## src/rtl/keypad_scanner.sv

```systemverilog
// keypad_scanner: scans a 4-column x 5-row active-low matrix keypad, debounces
// presses and releases, and emits a one-cycle newkey pulse with a 5-bit keycode.
//
// Ports:
//   clock   - system clock, rising edge
//   reset   - synchronous, active-high
//   row_n   - keypad rows, active-low, asynchronous (synchronised internally)
//   col_n   - column drive, active-low, exactly one bit low
//   newkey  - one-cycle pulse per accepted press
//   keycode - code of the last accepted key (0-F hex, 10000..10011 = + - x =)
module keypad_scanner #(
  parameter int unsigned SCAN_DIV = 1000,
  parameter int unsigned DEBOUNCE = 4
) (
  input  logic       clock,
  input  logic       reset,
  input  logic [4:0] row_n,
  output logic [3:0] col_n,
  output logic       newkey,
  output logic [4:0] keycode
);

  localparam int unsigned CntW   = $clog2(SCAN_DIV);
  localparam int unsigned MatchW = $clog2(DEBOUNCE + 1);
  localparam logic [CntW-1:0]   CntMax   = CntW'(SCAN_DIV - 1);
  localparam logic [MatchW-1:0] MatchMax = MatchW'(DEBOUNCE);

  typedef enum logic [1:0] {StScan, StDebounce, StHeld} state_e;

  state_e            state_q, state_d;
  logic [4:0]        sync_q, rs_q;
  logic [CntW-1:0]   cnt_q, cnt_d;
  logic [1:0]        col_q, col_d;
  logic [2:0]        row_q, row_d;
  logic [MatchW-1:0] match_q, match_d, rel_q, rel_d;
  logic              newkey_q, newkey_d;
  logic [4:0]        keycode_q, keycode_d;

  logic              sample;
  logic              any_low;
  logic [2:0]        win_row;
  logic [MatchW-1:0] match_inc, rel_inc;
  logic [4:0]        code;

  assign sample    = (cnt_q == CntMax);
  assign match_inc = match_q + MatchW'(1);
  assign rel_inc   = rel_q + MatchW'(1);

  // Descending scan so the lowest low row is the one left in win_row.
  always_comb begin
    any_low = 1'b0;
    win_row = 3'd0;
    for (int i = 4; i >= 0; i--) begin
      if (!rs_q[i]) begin
        any_low = 1'b1;
        win_row = 3'(i);
      end
    end
  end

  // Row 4 holds the operator keys (k = 16..19); other rows map to hex digits.
  assign code = (row_q == 3'd4) ? {3'b100, col_q} : {1'b0, row_q[1:0], col_q};

  always_comb begin
    state_d   = state_q;
    cnt_d     = sample ? '0 : cnt_q + CntW'(1);
    col_d     = col_q;
    row_d     = row_q;
    match_d   = match_q;
    rel_d     = rel_q;
    newkey_d  = 1'b0;
    keycode_d = keycode_q;

    case (state_q)
      StScan: begin
        if (sample) begin
          if (any_low) begin
            row_d   = win_row;
            match_d = MatchW'(1);
            state_d = StDebounce;
          end else begin
            col_d = col_q + 2'd1;
          end
        end
      end
      StDebounce: begin
        if (sample) begin
          if (any_low && (win_row == row_q)) begin
            match_d = match_inc;
            if (match_inc == MatchMax) begin
              state_d   = StHeld;
              newkey_d  = 1'b1;
              keycode_d = code;
              rel_d     = '0;
            end
          end else begin
            state_d = StScan;
            col_d   = col_q + 2'd1;
            match_d = '0;
          end
        end
      end
      StHeld: begin
        if (sample) begin
          if (any_low) begin
            rel_d = '0;
          end else if (rel_inc == MatchMax) begin
            // Resume scanning on the same column; cnt_d is already 0 here.
            state_d = StScan;
            rel_d   = '0;
            match_d = '0;
          end else begin
            rel_d = rel_inc;
          end
        end
      end
      default: state_d = StScan;
    endcase
  end

  always_ff @(posedge clock) begin
    if (reset) begin
      state_q   <= StScan;
      sync_q    <= '1;
      rs_q      <= '1;
      cnt_q     <= '0;
      col_q     <= '0;
      row_q     <= '0;
      match_q   <= '0;
      rel_q     <= '0;
      newkey_q  <= 1'b0;
      keycode_q <= '0;
    end else begin
      state_q   <= state_d;
      sync_q    <= row_n;
      rs_q      <= sync_q;
      cnt_q     <= cnt_d;
      col_q     <= col_d;
      row_q     <= row_d;
      match_q   <= match_d;
      rel_q     <= rel_d;
      newkey_q  <= newkey_d;
      keycode_q <= keycode_d;
    end
  end

  assign col_n   = ~(4'b0001 << col_q);
  assign newkey  = newkey_q;
  assign keycode = keycode_q;

endmodule

```

## config.mk

```make
export PLATFORM = sky130hd
export DESIGN_NAME = keypad_scanner
export DESIGN_NICKNAME = d
export VERILOG_FILES = /design/src/rtl/keypad_scanner.sv
export SDC_FILE = /design/constraint.sdc
export NUM_CORES = 1
export LEC_CHECK = 0
export BUFFER_PORTS_ARGS = -buffer_cell sky130_fd_sc_hd__buf_4
export CORE_ASPECT_RATIO = 0.6
export CORE_MARGIN = 2
export CORE_UTILIZATION = 45
export CTS_CLUSTER_DIAMETER = 100
export DETAILED_ROUTE_END_ITERATION = 8
export PLACE_DENSITY_LB_ADDON = 0.15
export SETUP_SLACK_MARGIN = 0.05
export SLEW_MARGIN = 20
export SYNTH_ARGS = -nofsm -noshare
export SYNTH_HDL_FRONTEND = slang
export SYNTH_SLANG_ARGS = --single-unit
export TNS_END_PERCENT = 100
```

## constraint.sdc

```tcl
create_clock -name clock -period 2.3 [get_ports clock]
set_clock_uncertainty 0.1 [all_clocks]
set_input_delay 0.345 -clock clock [delete_from_list [all_inputs] [get_ports clock]]
set_output_delay 0.345 -clock clock [all_outputs]
set_load 0.005 [all_outputs]
```

; Yosys cells after proc, flatten, opt, wreduce, memory -nomap -nowiden
; Index checks and enable logic that the tools add are counted.
; W data, S select, Z words.
[op_classes]
add_sub_neg = 4
mul = 0
div_mod_pow = 0
order_cmp = 0
n_eq_ne = 18
n_shift = 1
n_mux = 41
n_bitwise = 4
n_reduce_logical = 13
[op_table]
columns = cell, n
row1 = $mux W3, 18
row2 = $mux W2, 12
row3 = $ne A2 B2 Y1 const B, 10
row4 = $reduce_and A7 Y1, 2
row5 = $add A10 B1 Y10 const B, 1
row6 = $eq A10 B10 Y1 const B, 1
row7 = $reduce_and A5 Y1, 2
row8 = $eq A3 B3 Y1 const B, 3
row9 = $pmux W3 S3, 1
row10 = $add A3 B1 Y3 const B, 2
row11 = $mux W1, 6
row12 = $pmux W2 S3, 1
row13 = $pmux W3 S2, 1
row14 = $mux W5, 1
row15 = $not A4 Y4, 1
row16 = $pmux W2 S2, 1
row17 = $reduce_and A4 Y1, 1
row18 = $reduce_bool A2 Y1, 2
row19 = $reduce_or A4 Y1, 1
row20 = $shl A1 B2 Y4 const A, 1
row21 = $eq A3 B3 Y1, 1
row22 = $ne A3 B3 Y1 const B, 1
row23 = $not A1 Y1, 3
row24 = $reduce_and A3 Y1, 1
row25 = 7 further kinds, 7
[totals]
ff_bits = 39
latch_bits = 0
mem_bits_rw = 0
rom_bits = 0
inputBits = 7
memories = 0

; Longest topological paths before layout
[depth]
ltp_word = 10
mapped_depth = 8

; Worst setup path after synthesis
; OpenSTA, ideal clock, no wires.
[synth_path]
path_kind = reg-to-reg
start = register cnt_q[0]
end = register state_q[0]
setup_ps = 116
t_arrival_ps = 1701
path_slack_ps = 383
stages_incl_launch_ff = 9
path_buffers = 1
path_cell_list = dfxtp_1 ha_1 buf_2 nand2_1 nor4_1 o21ai_0 o21ai_1 a211oi_1 a41o_1
[synth_between]
elab_chain_len = 3
word_cells_on_any_way = 5
[synth_lines]
columns = item, line
row1 = "start, declared", 32  ; logic [CntW-1:0] cnt_q, cnt_d;
row2 = "start signal, assigned", 137  ; cnt_q <= cnt_d;
row3 = $eq A10 B10 Y1 (*), 45  ; assign sample = (cnt_q == CntMax);
row4 = $ne A2 B2 Y1 (no line), -
row5 = $reduce_and A7 Y1 (no line) (*), -
row6 = "end signal, assigned", 123  ; state_q <= StScan;
row7 = "end signal, assigned", 134  ; state_q <= state_d;
row8 = "end, declared", 30  ; state_e state_q, state_d;
; Every way passes the cells marked *; elsewhere a longest branch is shown, timed or not.
; A chain may end at the register's enable or synchronous reset.

; Final worst setup path
[layout_path]
start = register match_q[0]
end = register keycode_q[4], in the netlist keycode[4]
[layout_between]
elab_chain_len = 3
[layout_lines]
columns = item, line
row1 = "start, declared", 35  ; logic [MatchW-1:0] match_q, match_d, rel_q, rel_d;
row2 = "start signal, assigned", 140  ; match_q <= match_d;
row3 = $add A3 B1 Y3, 46  ; assign match_inc = match_q + MatchW'(1);
row4 = $eq A3 B3 Y1, 90  ; if (match_inc == MatchMax) begin
row5 = $reduce_and A4 Y1 (no line), -
row6 = "end signal, assigned", 143  ; keycode_q <= keycode_d;
row7 = "end, declared", 37  ; logic [4:0] keycode_q, keycode_d;
; No other way between the ends.

==> flow_metrics.env <==
export IMPL_postLayoutCoreUtil=0.549
export IMPL_power_share_combinational=0.095
export IMPL_clkPwrFrac=0.372
export IMPL_clock_latency_ns=0.28
export IMPL_clock_sinks=39
export IMPL_hold_path_cell_count=2
export IMPL_drt_first_iter_violations=76
export IMPL_cts_hold_buffers=0
export IMPL_drt_first_pass_iters=4
export IMPL_grt_max_degree=31
export IMPL_cts_tree="built"
export IMPL_power_sequential_fraction=0.534
export IMPL_cp_cell_sequence="ha_1, nor2b_1, o21ai_1, nor2_2, nand3_4, or4b_1, a21oi_1"
export IMPL_critical_path_max_stage_delay_ns=0.50
export IMPL_fmax_ghz=0.484
export IMPL_finalWorstPathRequiredPeriod_ns=2.07
export IMPL_drc=0
export IMPL_critical_path_reg2reg_endpoint="keycode[4]"
export IMPL_post_cts_resize_count=0
export IMPL_dr_total_vias=1518
export IMPL_worst_path_buf_inv=0
export IMPL_p_per_area_nw_per_um2=589
export IMPL_run_status="complete, no violations"
export IMPL_timing_max_cap_violations=0
export IMPL_report_final_hold_viol_count=0
export IMPL_grt_remaining_overflow=0
export IMPL_rows=18
export IMPL_cell_internal_pwr_mw=1.02
export IMPL_num_nets_final=256
export IMPL_global_route_usage_total=0.179
export IMPL_die_w_um=88.5
export IMPL_worstPathMaxFanout=8
export IMPL_netSwitchingFraction=0.230
export IMPL_clkTransAtPathRegs_ns=0.07
export IMPL_leakagePower_nw=0.962
export IMPL_final_cell_mix="sky130_fd_sc_hd__dfxtp_1 (39), sky130_fd_sc_hd__buf_4 (22), sky130_fd_sc_hd__nor2_1 (19), sky130_fd_sc_hd__nand2_1 (15), sky130_fd_sc_hd__inv_1 (14)"
export IMPL_synth_area_per_cell_um2=9.09
export IMPL_netlist_cell_type_count=49
export IMPL_post_synth_top_area_fraction=0.405
export IMPL_critical_path_required_ns=2.42
export IMPL_worstHoldPathType="input pin to register"
export IMPL_layout_cells_most_common="sky130_fd_sc_hd__dfxtp_1"
export IMPL_post_place_ws_ns=0.130
export IMPL_rsz0062_at_grt="no"
export IMPL_viasPerCell=5.11
export IMPL_finalCritPeriodShare=0.899
export IMPL_rr_startpoint="match_q[0]"
export IMPL_cts_max_path_buffers=2
export IMPL_die_height_um=54.7
export IMPL_antenna_violations_before_repair=0
export IMPL_setup_tns_ns=0
export IMPL_synth_ff_latch_count=39
export IMPL_cts_buffers_inserted=5
export IMPL_timing_hold_worst_endpoint="sync_q[1]"
export IMPL_vdd_ir_drop_worst_uv=259
export IMPL_synth_async_sr_flop_share=0
export IMPL_worstSetupStartpointType="register"
export IMPL_post_cts_buffers=0
export IMPL_synthesis_yosys_warnings=0
export IMPL_sort_of_element_at_the_end_of_the_critical_path="register"
export IMPL_ff2ff_setup_slack_ns=0.23
export IMPL_port_buffers=16
export IMPL_netsw_uw=306
export IMPL_hold_worst_slack_ns=0.137
export IMPL_critPathSlowestCell="sky130_fd_sc_hd__or4b_1"
export IMPL_post_route_cells_drive_above_1_share=0.215
export IMPL_place_detailed_hpwl_um=2770
export IMPL_worst_ep_arrival_time_ns=2.19
export IMPL_finalWirelength_um=3780
export IMPL_area_growth_synth_to_final_pct=16.9
export IMPL_syn_num_nets=232
export IMPL_yosysTopAreaCell="sky130_fd_sc_hd__dfxtp_1"
export IMPL_initial_utilization=0.470
export IMPL_layout_filler_cells=378
export IMPL_p_total_mw=1.33
export IMPL_path_delay_family="simple AND/OR/NAND/NOR gates"
export IMPL_final_critical_path_setup_slack_ns=0.232
export IMPL_yosysSeqAreaShare=0.405
export IMPL_synthTopCellsByArea="sky130_fd_sc_hd__dfxtp_1 (41%), sky130_fd_sc_hd__ha_1 (8.4%), sky130_fd_sc_hd__nor2_1 (3.7%), sky130_fd_sc_hd__mux2i_1 (3.6%), sky130_fd_sc_hd__or2_2 (3.2%)"
export IMPL_timing_max_slew_rel_slack=0.713
export IMPL_maxSlewViolCount=0
export IMPL_r2r_worst_path_cells=7
export IMPL_number_of_endpoints_failing_setup_at_the_final_stage=0
export IMPL_worst_setup_path_type="register to register"
export IMPL_ctsRootBufferMaster="sky130_fd_sc_hd__clkbuf_8"
export IMPL_synth_flop_cell="sky130_fd_sc_hd__dfxtp_1"
export IMPL_synth_enable_flop_cells=0
export IMPL_global_route_wire_length_before_repair_um=6470
export IMPL_number_of_inserted_diodes=0
export IMPL_syn_instance_count=212
export IMPL_design_core_area_um2=4100
export IMPL_ioPinCount=17
export IMPL_grt_pass1_vias=1309
export IMPL_min_delay_start="row_n[1]"
export IMPL_wl_per_cell_um=12.7
export IMPL_htreeDepth=2
export IMPL_floorplan_die_area_um2=4840
export IMPL_routabilityCongestion=0.833
export IMPL_worst_pin_slew_ns=0.425
export IMPL_drt_antenna_violating_nets=0
export IMPL_synthesis_area_um2=1930
[worst max path at each step]
stage / from / to / cells after the start
after floorplan: cnt_q[0] / state_q[0] / 8
after global placement: cnt_q[0] / col_q[1] / 7
after detailed placement: cnt_q[0] / col_q[1] / 7
after CTS: cnt_q[0] / col_q[1] / 7
after global routing: match_q[0] / keycode[4] / 7
final: match_q[0] / keycode[4] / 7
[state kept, by name (all words and copies together) (netlist names)]
| register | flops |
|---|---|
| cnt_q | 10 |
| col_q | 2 |
| keycode | 5 |
| match_q | 3 |
| newkey | 1 |
| rel_q | 3 |
| row_q | 3 |
| rs_q | 5 |
| state_q | 2 |
| sync_q | 5 |
[power groups by stage]
stage,Sequential [mW],Clock (mW),Combinational [mW]
final,0.708,0.493,0.126
after global routing,0.710,0.538,0.140
after CTS,0.708,0.507,0.124
after detailed placement,0.723,0,0.122
after global placement,0.723,0,0.127
after floorplan,0.720,0,0.0860
[cell families after synthesis]
group                    share of synthesized area
AO/OA/AOI/OAI                                0.137
XOR/XNOR                                    0.0364
adder cells (fa/ha/maj)                     0.0844
buffers and inverters                       0.0396
flip-flops                                   0.405
multiplexers                                0.0364
AND/OR/NAND/NOR                              0.261
[Yosys cell counts, types with 3 or more instances]
master,count
sky130_fd_sc_hd__ha_1,13
sky130_fd_sc_hd__nand4_1,4
sky130_fd_sc_hd__xor2_1,6
sky130_fd_sc_hd__dfxtp_1,39
sky130_fd_sc_hd__a21oi_1,9
sky130_fd_sc_hd__nor3_1,5
sky130_fd_sc_hd__clkbuf_1,3
sky130_fd_sc_hd__or2_2,10
sky130_fd_sc_hd__nand3_1,10
sky130_fd_sc_hd__nand2_1,15
sky130_fd_sc_hd__and3_1,4
sky130_fd_sc_hd__mux2i_1,7
sky130_fd_sc_hd__inv_1,14
sky130_fd_sc_hd__o21ai_0,8
sky130_fd_sc_hd__a211oi_1,3
sky130_fd_sc_hd__nor2_1,19
sky130_fd_sc_hd__a31oi_1,3
[stage by stage]
step                area [um^2]  cells
floorplan                  1930    212
global placement           2140    289
detailed placement         2140    289
CTS                        2240    297
global route               2250    297
finish                     2250    297
[cell type report]
cell class,instances,area (um^2),share of cell area
inverter,14,52.6,0.0233
sequential,39,781,0.347
clock buffer,8,100,0.0444
multi-input combinational,154,1080,0.479
timing repair buffer,22,165,0.0733
tap,60,75.1,0.0333
[metal layers]
metal	routed length (um)	global-route usage	share of wire
met1	2210	0.281	0.58
met2	1320	0.229	0.35
met3	232	0.0498	0.061
met4	23	0.0530	0.0061
met5	0	0	0
No activity file was read; power rests on OpenSTA's default activity.
